===== config.mk =====
export PLATFORM = sky130hd
export DESIGN_NAME = dbguart_bridge
export DESIGN_NICKNAME = d
export VERILOG_FILES = /design/src/rtl/dbguart_bridge.sv
export SDC_FILE = /design/constraint.sdc
export NUM_CORES = 1
export LEC_CHECK = 0
export BUFFER_PORTS_ARGS = -buffer_cell sky130_fd_sc_hd__buf_2
export CELL_PAD_IN_SITES_DETAIL_PLACEMENT = 0
export CELL_PAD_IN_SITES_GLOBAL_PLACEMENT = 1
export CORE_AREA = 2 2 221 223
export CTS_CLUSTER_DIAMETER = 50
export DETAILED_ROUTE_END_ITERATION = 12
export DIE_AREA = 0 0 223 225
export PLACE_DENSITY_LB_ADDON = 0.1
export RECOVER_POWER = 25
export SYNTH_ARGS = -nofsm -noshare
export SYNTH_HDL_FRONTEND = slang
export SYNTH_SLANG_ARGS = --single-unit

===== constraint.sdc =====
create_clock -name clk -period 15.8 [get_ports clk]
set_clock_uncertainty 0.2 [all_clocks]
set_input_delay 1.58 -clock clk [delete_from_list [all_inputs] [get_ports clk]]
set_output_delay 1.58 -clock clk [all_outputs]
set_load 0.03 [all_outputs]

===== src/rtl/dbguart_bridge.sv =====
// Debug-UART to message-fabric bridge: decodes 'W'/'R' frames from the UART RX FIFO,
// issues relocated bus requests and returns status/read data through the UART TX FIFO.
module dbguart_bridge #(
    parameter int  DWID    = 128,
    parameter int  AWID    = 32,
    parameter int  TWID    = 5,
    parameter int  TMO_CYC = 1024,
    localparam int BWID    = (DWID == 512) ? 6 : (DWID == 256) ? 5 :
                             (DWID == 128) ? 4 : (DWID == 64) ? 3 : 2,
    localparam int WID     = 2 + TWID + BWID + AWID + DWID
) (
    input  logic            clk,
    input  logic            rst,
    input  logic [7:0]      rxdata,
    input  logic            rx_valid,
    output logic            read_rx,
    output logic [7:0]      txdata,
    input  logic            tx_empty,
    output logic            write_tx,
    output logic [WID-1:0]  msg_out,
    input  logic            msg_out_ack,
    input  logic [WID-1:0]  msg_in,
    output logic            msg_in_ack,
    input  logic [AWID-1:0] base_address,
    input  logic            enable,
    output logic            busy
);
    localparam int ABYTES = AWID / 8;
    localparam int DBYTES = DWID / 8;
    localparam int TMW    = $clog2(TMO_CYC + 1);
    localparam logic [BWID-1:0] SIZE = BWID'($clog2(DBYTES));

    localparam logic [1:0] OP_WR  = 2'b01;
    localparam logic [1:0] OP_RD  = 2'b10;
    localparam logic [1:0] OP_RSP = 2'b11;
    localparam logic [7:0] CH_W = 8'h57, CH_R = 8'h52, CH_E = 8'h45;
    localparam logic [7:0] CH_K = 8'h4B, CH_D = 8'h44, CH_T = 8'h54;

    typedef enum logic [2:0] {IDLE, ADDR, DATA, ISSUE, WAIT_RSP, TX_HDR, TX_DATA} state_t;

    state_t          state, state_nx;
    logic [7:0]      cnt, cnt_nx;
    logic            is_wr, is_wr_nx;
    logic [7:0]      hdr, hdr_nx;
    logic [TWID-1:0] tag, tag_nx, req_tag, req_tag_nx;
    logic [TMW-1:0]  tmo_cnt, tmo_nx;
    logic [AWID-1:0] rx_addr, addr_nx;
    logic [DWID-1:0] rx_data, data_nx, rsp_data, rsp_nx;
    logic [WID-1:0]  msg_out_nx;
    logic [7:0]      txdata_nx;
    logic            write_tx_nx, read_rx_nx, msg_in_ack_nx;
    logic            rx_take, in_take, rsp_match, tmo_hit, go_issue;
    logic [1:0]      in_op;
    logic [TWID-1:0] in_tag;
    logic            in_fields_unused;

    assign in_op            = msg_in[WID-1 -: 2];
    assign in_tag           = msg_in[WID-3 -: TWID];
    assign in_fields_unused = ^msg_in[DWID +: (AWID + BWID)];

    // While msg_in_ack is high the producer is still replacing the consumed message,
    // so whatever sits on msg_in in that cycle is ignored.
    assign in_take   = (in_op != 2'b00) && !msg_in_ack;
    assign rsp_match = in_take && (in_op == OP_RSP) && (in_tag == req_tag);
    assign rx_take   = read_rx && enable;
    assign tmo_hit   = tmo_cnt >= TMW'(TMO_CYC - 1);

    always_comb begin
        state_nx    = state;
        cnt_nx      = cnt;
        is_wr_nx    = is_wr;
        hdr_nx      = hdr;
        tag_nx      = tag;
        req_tag_nx  = req_tag;
        tmo_nx      = tmo_cnt;
        addr_nx     = rx_addr;
        data_nx     = rx_data;
        rsp_nx      = rsp_data;
        msg_out_nx  = msg_out;
        txdata_nx   = txdata;
        write_tx_nx = 1'b0;
        go_issue    = 1'b0;
        case (state)
            IDLE: if (rx_take) begin
                cnt_nx = '0;
                if (rxdata == CH_W || rxdata == CH_R) begin
                    is_wr_nx = (rxdata == CH_W);
                    state_nx = ADDR;
                end else begin
                    hdr_nx   = CH_E;
                    state_nx = TX_HDR;
                end
            end
            ADDR: if (rx_take) begin
                addr_nx = (rx_addr << 8) | AWID'(rxdata);
                cnt_nx  = cnt + 8'd1;
                if (cnt == 8'(ABYTES - 1)) begin
                    cnt_nx = '0;
                    if (is_wr) state_nx = DATA;
                    else       go_issue = 1'b1;
                end
            end
            DATA: if (rx_take) begin
                data_nx = (rx_data << 8) | DWID'(rxdata);
                cnt_nx  = cnt + 8'd1;
                if (cnt == 8'(DBYTES - 1)) begin
                    cnt_nx   = '0;
                    go_issue = 1'b1;
                end
            end
            ISSUE: begin
                tmo_nx = tmo_cnt + TMW'(1);
                if (msg_out_ack || tmo_hit) begin
                    msg_out_nx = '0;
                    tag_nx     = tag + TWID'(1);
                    if (!msg_out_ack) begin
                        hdr_nx   = CH_T;
                        state_nx = TX_HDR;
                    end else if (is_wr) begin
                        hdr_nx   = CH_K;
                        state_nx = TX_HDR;
                    end else begin
                        state_nx = WAIT_RSP;
                    end
                end
            end
            WAIT_RSP: begin
                tmo_nx = tmo_cnt + TMW'(1);
                if (rsp_match) begin
                    rsp_nx   = msg_in[DWID-1:0];
                    hdr_nx   = CH_D;
                    state_nx = TX_HDR;
                end else if (tmo_hit) begin
                    hdr_nx   = CH_T;
                    state_nx = TX_HDR;
                end
            end
            TX_HDR: if (tx_empty && !write_tx) begin
                write_tx_nx = 1'b1;
                txdata_nx   = hdr;
                cnt_nx      = '0;
                state_nx    = (hdr == CH_D) ? TX_DATA : IDLE;
            end
            TX_DATA: if (tx_empty && !write_tx) begin
                write_tx_nx = 1'b1;
                txdata_nx   = rsp_data[DWID-1 -: 8];
                rsp_nx      = rsp_data << 8;
                cnt_nx      = cnt + 8'd1;
                if (cnt == 8'(DBYTES - 1)) state_nx = IDLE;
            end
            default: state_nx = IDLE;
        endcase
        // The final frame byte is folded in here so the request appears one cycle after its pop.
        if (go_issue) begin
            state_nx   = ISSUE;
            tmo_nx     = '0;
            req_tag_nx = tag;
            msg_out_nx = {is_wr ? OP_WR : OP_RD, tag, SIZE, base_address + addr_nx,
                          is_wr ? data_nx : {DWID{1'b0}}};
        end
        if (!enable) begin
            state_nx    = IDLE;
            msg_out_nx  = '0;
            write_tx_nx = 1'b0;
        end
        read_rx_nx    = rx_valid && !read_rx && (!enable || state_nx inside {IDLE, ADDR, DATA});
        msg_in_ack_nx = in_take;
    end

    always_ff @(posedge clk) begin
        if (rst) begin
            state      <= IDLE;
            cnt        <= '0;
            is_wr      <= 1'b0;
            hdr        <= '0;
            tag        <= '0;
            req_tag    <= '0;
            tmo_cnt    <= '0;
            msg_out    <= '0;
            txdata     <= '0;
            write_tx   <= 1'b0;
            read_rx    <= 1'b0;
            msg_in_ack <= 1'b0;
            busy       <= 1'b0;
        end else begin
            state      <= state_nx;
            cnt        <= cnt_nx;
            is_wr      <= is_wr_nx;
            hdr        <= hdr_nx;
            tag        <= tag_nx;
            req_tag    <= req_tag_nx;
            tmo_cnt    <= tmo_nx;
            msg_out    <= msg_out_nx;
            txdata     <= txdata_nx;
            write_tx   <= write_tx_nx;
            read_rx    <= read_rx_nx;
            msg_in_ack <= msg_in_ack_nx;
            busy       <= (state_nx != IDLE);
        end
    end

    always_ff @(posedge clk) begin
        rx_addr  <= addr_nx;
        rx_data  <= data_nx;
        rsp_data <= rsp_nx;
    end
endmodule


==> impl_results.md <==
* Wire length of the first global-routing pass at 79600 um
* Antenna-violating nets left at 0
* Number of buffers added on ports at 360
* Area growth from synthesis to final layout at 20.0%
* Worst path arrival time at 6.30 ns
* Number of buffers inserted for hold repair after clock tree synthesis at 0
* Largest net degree at the start of global routing at 102
* WL final at 51800 um
* Synthesized area at 19900 sq um
* Post-cts resize count at 0
* Total gr overflow at 0
* Violated checks: max-capacitance violations, max-slew violations
* Y dimension of the die at roughly 230 um
* Unrepaired setup endpoints after global routing: false
* Number of pins with negative max-slew slack in the final report at 254
* Max-Slew Margin vs Limit at -183%
* Vias per Instance at between 5 and 6
* Footprint of the multi-input gates at about 8000 sq um
* Overall via count from detail_route at roughly 15000
* Req. time, crit path at 16.06 ns
* Horiz. Die Dim at about 220 um
* Fraction of layout instances using a drive strength above 1 at a little over a fifth
* Timing-limited maximum frequency at 166 MHz
* Filler Cells Inserted at 4565
* Area of the die at 50200 sq um
* Number of synthesized flops with an enable pin at 128
* Fin Setup TNS at 0 ns
* Share of the core filled with cells at 50.2%
* Post-CTS setup buffers at 0
* Fraction of the cycle the final worst path needs at 38.2%
* Count of synthesis-stage warnings from yosys at 0
* Leak pwr at 0.00958 uW
* Power Dens Cells at roughly 120 nW/um^2
* Number of global-route vias before repair at 14300
* Min Hold Slack at 0.242 ns
* Distinct cell type count after synthesis at 68
* Class of the most critical hold timing path: reg -> reg
* TritonCTS Sinks at 506
* Buffer cell driving the clock tree root: clkbuf_16
* Number of failing hold endpoints at the final stage at 0
* Starting DRT DRC Count at 861
* Initial Util at 41.9%
* Number of antenna violations at the first check in global routing at 19
* Crit path launch type: primary input
* Least-Margin Pin Slew at about 4.2 ns
* Largest vdd supply drop at 0.0000856 V
* Detailed Place HPWL at 35700 um
* Register cell area after layout at approximately 11000 sq um
* # nets final at 2509
* Syn avg cell area at ~10 sq um
* Proportion of synthesized chip area in sequential cells at between 50 and 60%
* Maximum level of the CTS H-tree at 2
* Number of maximum-capacitance violations at 4
* Number of placed I/O pins at 400
* Predominant post-synthesis flop cell: dfxtp_1
* Clock tree from TritonCTS: yes
* Skew-Pair Late Insertion Delay at 0.61 ns
* Detailed-routing iteration count for the pre-antenna-repair pass at 5
* Max clock buf depth at 3
* Number of buffers created by CTS at 58
* Drc violations at 0
* Worst reg-to-reg path cell count at 5
* Number of instances in the synthesized netlist at 1944
* Minimum period implied by the final worst setup slack at 6.04 ns
* Type of destination of the critical path: register
* Row count at 80
* Share of synthesized flip-flops with an asynchronous set or reset at 0%
* Worst hold stages at 2
* Total power draw at 2780 uW
* Clk pin slew, worst setup/hold paths at 0.06 ns
* Routability congestion estimate from global placement at 0.841
* Status: finished with violations
* Placeable core area at 47500 sq um
* Average detailed-routed wire length per instance at roughly 18 um
* Total routing resource utilization after global routing at 20.0%
* Final Setup Violations at 0
* Yosys reg bits at 506
* Classification of the worst setup path: in -> reg
* Max FO, Critical Path at 79
state kept, by name, summed over array words and instances (netlist names), 5 cells and up:
name	cells
tag	5
rx_addr	32
hdr	5
tmo_cnt	11
rsp_data	128
txdata	8
req_tag	5
rx_data	128
msg_out	168
cnt	8
layout make-up:
cell class              instances  area share (%)
inverters                      14           0.220
multi-input cells            1304            33.3
well taps                     615            3.22
repair buffers                373            7.15
diodes                          9          0.0943
clock buffers                  81            6.99
flip-flops and latches        506            47.8
clock inverters                26            1.26
kinds of logic (layout without fill, tap and decap cells):
| family | after synthesis | after routing | share of synthesized area, % |
|---|---|---|---|
| buf+inv | 136 | 494 | 2.93 |
| flops | 506 | 506 | 57.3 |
| xor+xnor | 51 | 51 | 2.31 |
| mux | 164 | 164 | 9.25 |
| fa+ha+maj | 35 | 35 | 2.24 |
| compound gates | 305 | 305 | 10.6 |
| other cells | 1 | 12 | 0.0188 |
| simple gates | 746 | 746 | 15.3 |
synthesized netlist by cell type, types with 6 or more instances:
| library cell | n | area [sq um] |
|---|---|---|
| nand4_1 | 17 | 106 |
| a21oi_1 | 56 | 280 |
| edfxtp_1 | 128 | 3840 |
| a22oi_1 | 135 | 1010 |
| o21ai_0 | 29 | 145 |
| a21o_1 | 13 | 97.6 |
| and2_1 | 12 | 75.1 |
| o21a_1 | 6 | 45.0 |
| nand2_1 | 436 | 1640 |
| xnor2_1 | 23 | 201 |
| xor2_1 | 27 | 236 |
| nand2b_1 | 7 | 43.8 |
| nand3_1 | 27 | 135 |
| mux2_2 | 160 | 1800 |
| o211ai_1 | 8 | 60.1 |
| inv_1 | 14 | 52.6 |
| nor3_1 | 13 | 65.1 |
| clkbuf_1 | 71 | 267 |
| dfxtp_1 | 378 | 7570 |
| a31oi_1 | 11 | 68.8 |
| buf_2 | 44 | 220 |
| nor2b_1 | 6 | 37.5 |
| nor2_1 | 201 | 754 |
| ha_1 | 34 | 425 |
| and3_1 | 9 | 56.3 |
cells in the final DEF, fill, tap and decap left out, drive strengths merged, types with 20 or more instances in the layout:
master  count
nand2     436
dfxtp     378
clkbuf    232
buf       222
nor2      201
mux2      160
a22oi     135
edfxtp    128
a21oi      56
ha         34
o21ai      34
xor2       27
nand3      27
xnor2      23
inv        20
final timing paths:
kind / from / to / slack, ns
worst min-delay path: msg_out[144]$_SDFFE_PP0P_ / msg_out[144]$_SDFFE_PP0P_ / 0.24
worst max register to register: state[0]$_SDFF_PP0_ / rsp_data[59]$_DFFE_PP_ / 10.34
worst min register to register: msg_out[144]$_SDFFE_PP0P_ / msg_out[144]$_SDFFE_PP0P_ / 0.24
worst max-delay path: rst / msg_out[44]$_SDFFE_PP0P_ / 9.76
metrics by stage:
stage	std cells	area, sq um	worst slack (ns)
5_1_grt	2921	23900	9.34
2_1_floorplan	1946	19900	3.06
3_5_place_dp	2812	22100	9.55
3_3_place_gp	2812	22100	9.55
4_1_cts	2919	24100	10.20
6_report	2928	23900	9.76
where the power goes:
group | switching [uW] | leakage (uW) | internal [uW]
Combinational | 52.0 | 0.00442 | 39.6
Clock | 539 | 0.000969 | 822
Sequential | 2.48 | 0.00419 | 1330
per-layer routing:
layer	vias up	track usage (%)	part of all wire, %
met1	7047	26.8	46
met5	-	0	0.27
met3	87	5.78	6.8
met2	346	31.3	45
met4	24	5.95	2.2
li1	7426	-	-
worst max-delay path, cell delays in order:
cell,delay (ns)
clkbuf_1,1.11
nand2b_1,2.36
buf_4,0.99
nor2_1,0.11
(Power assumes the default switching activity.)
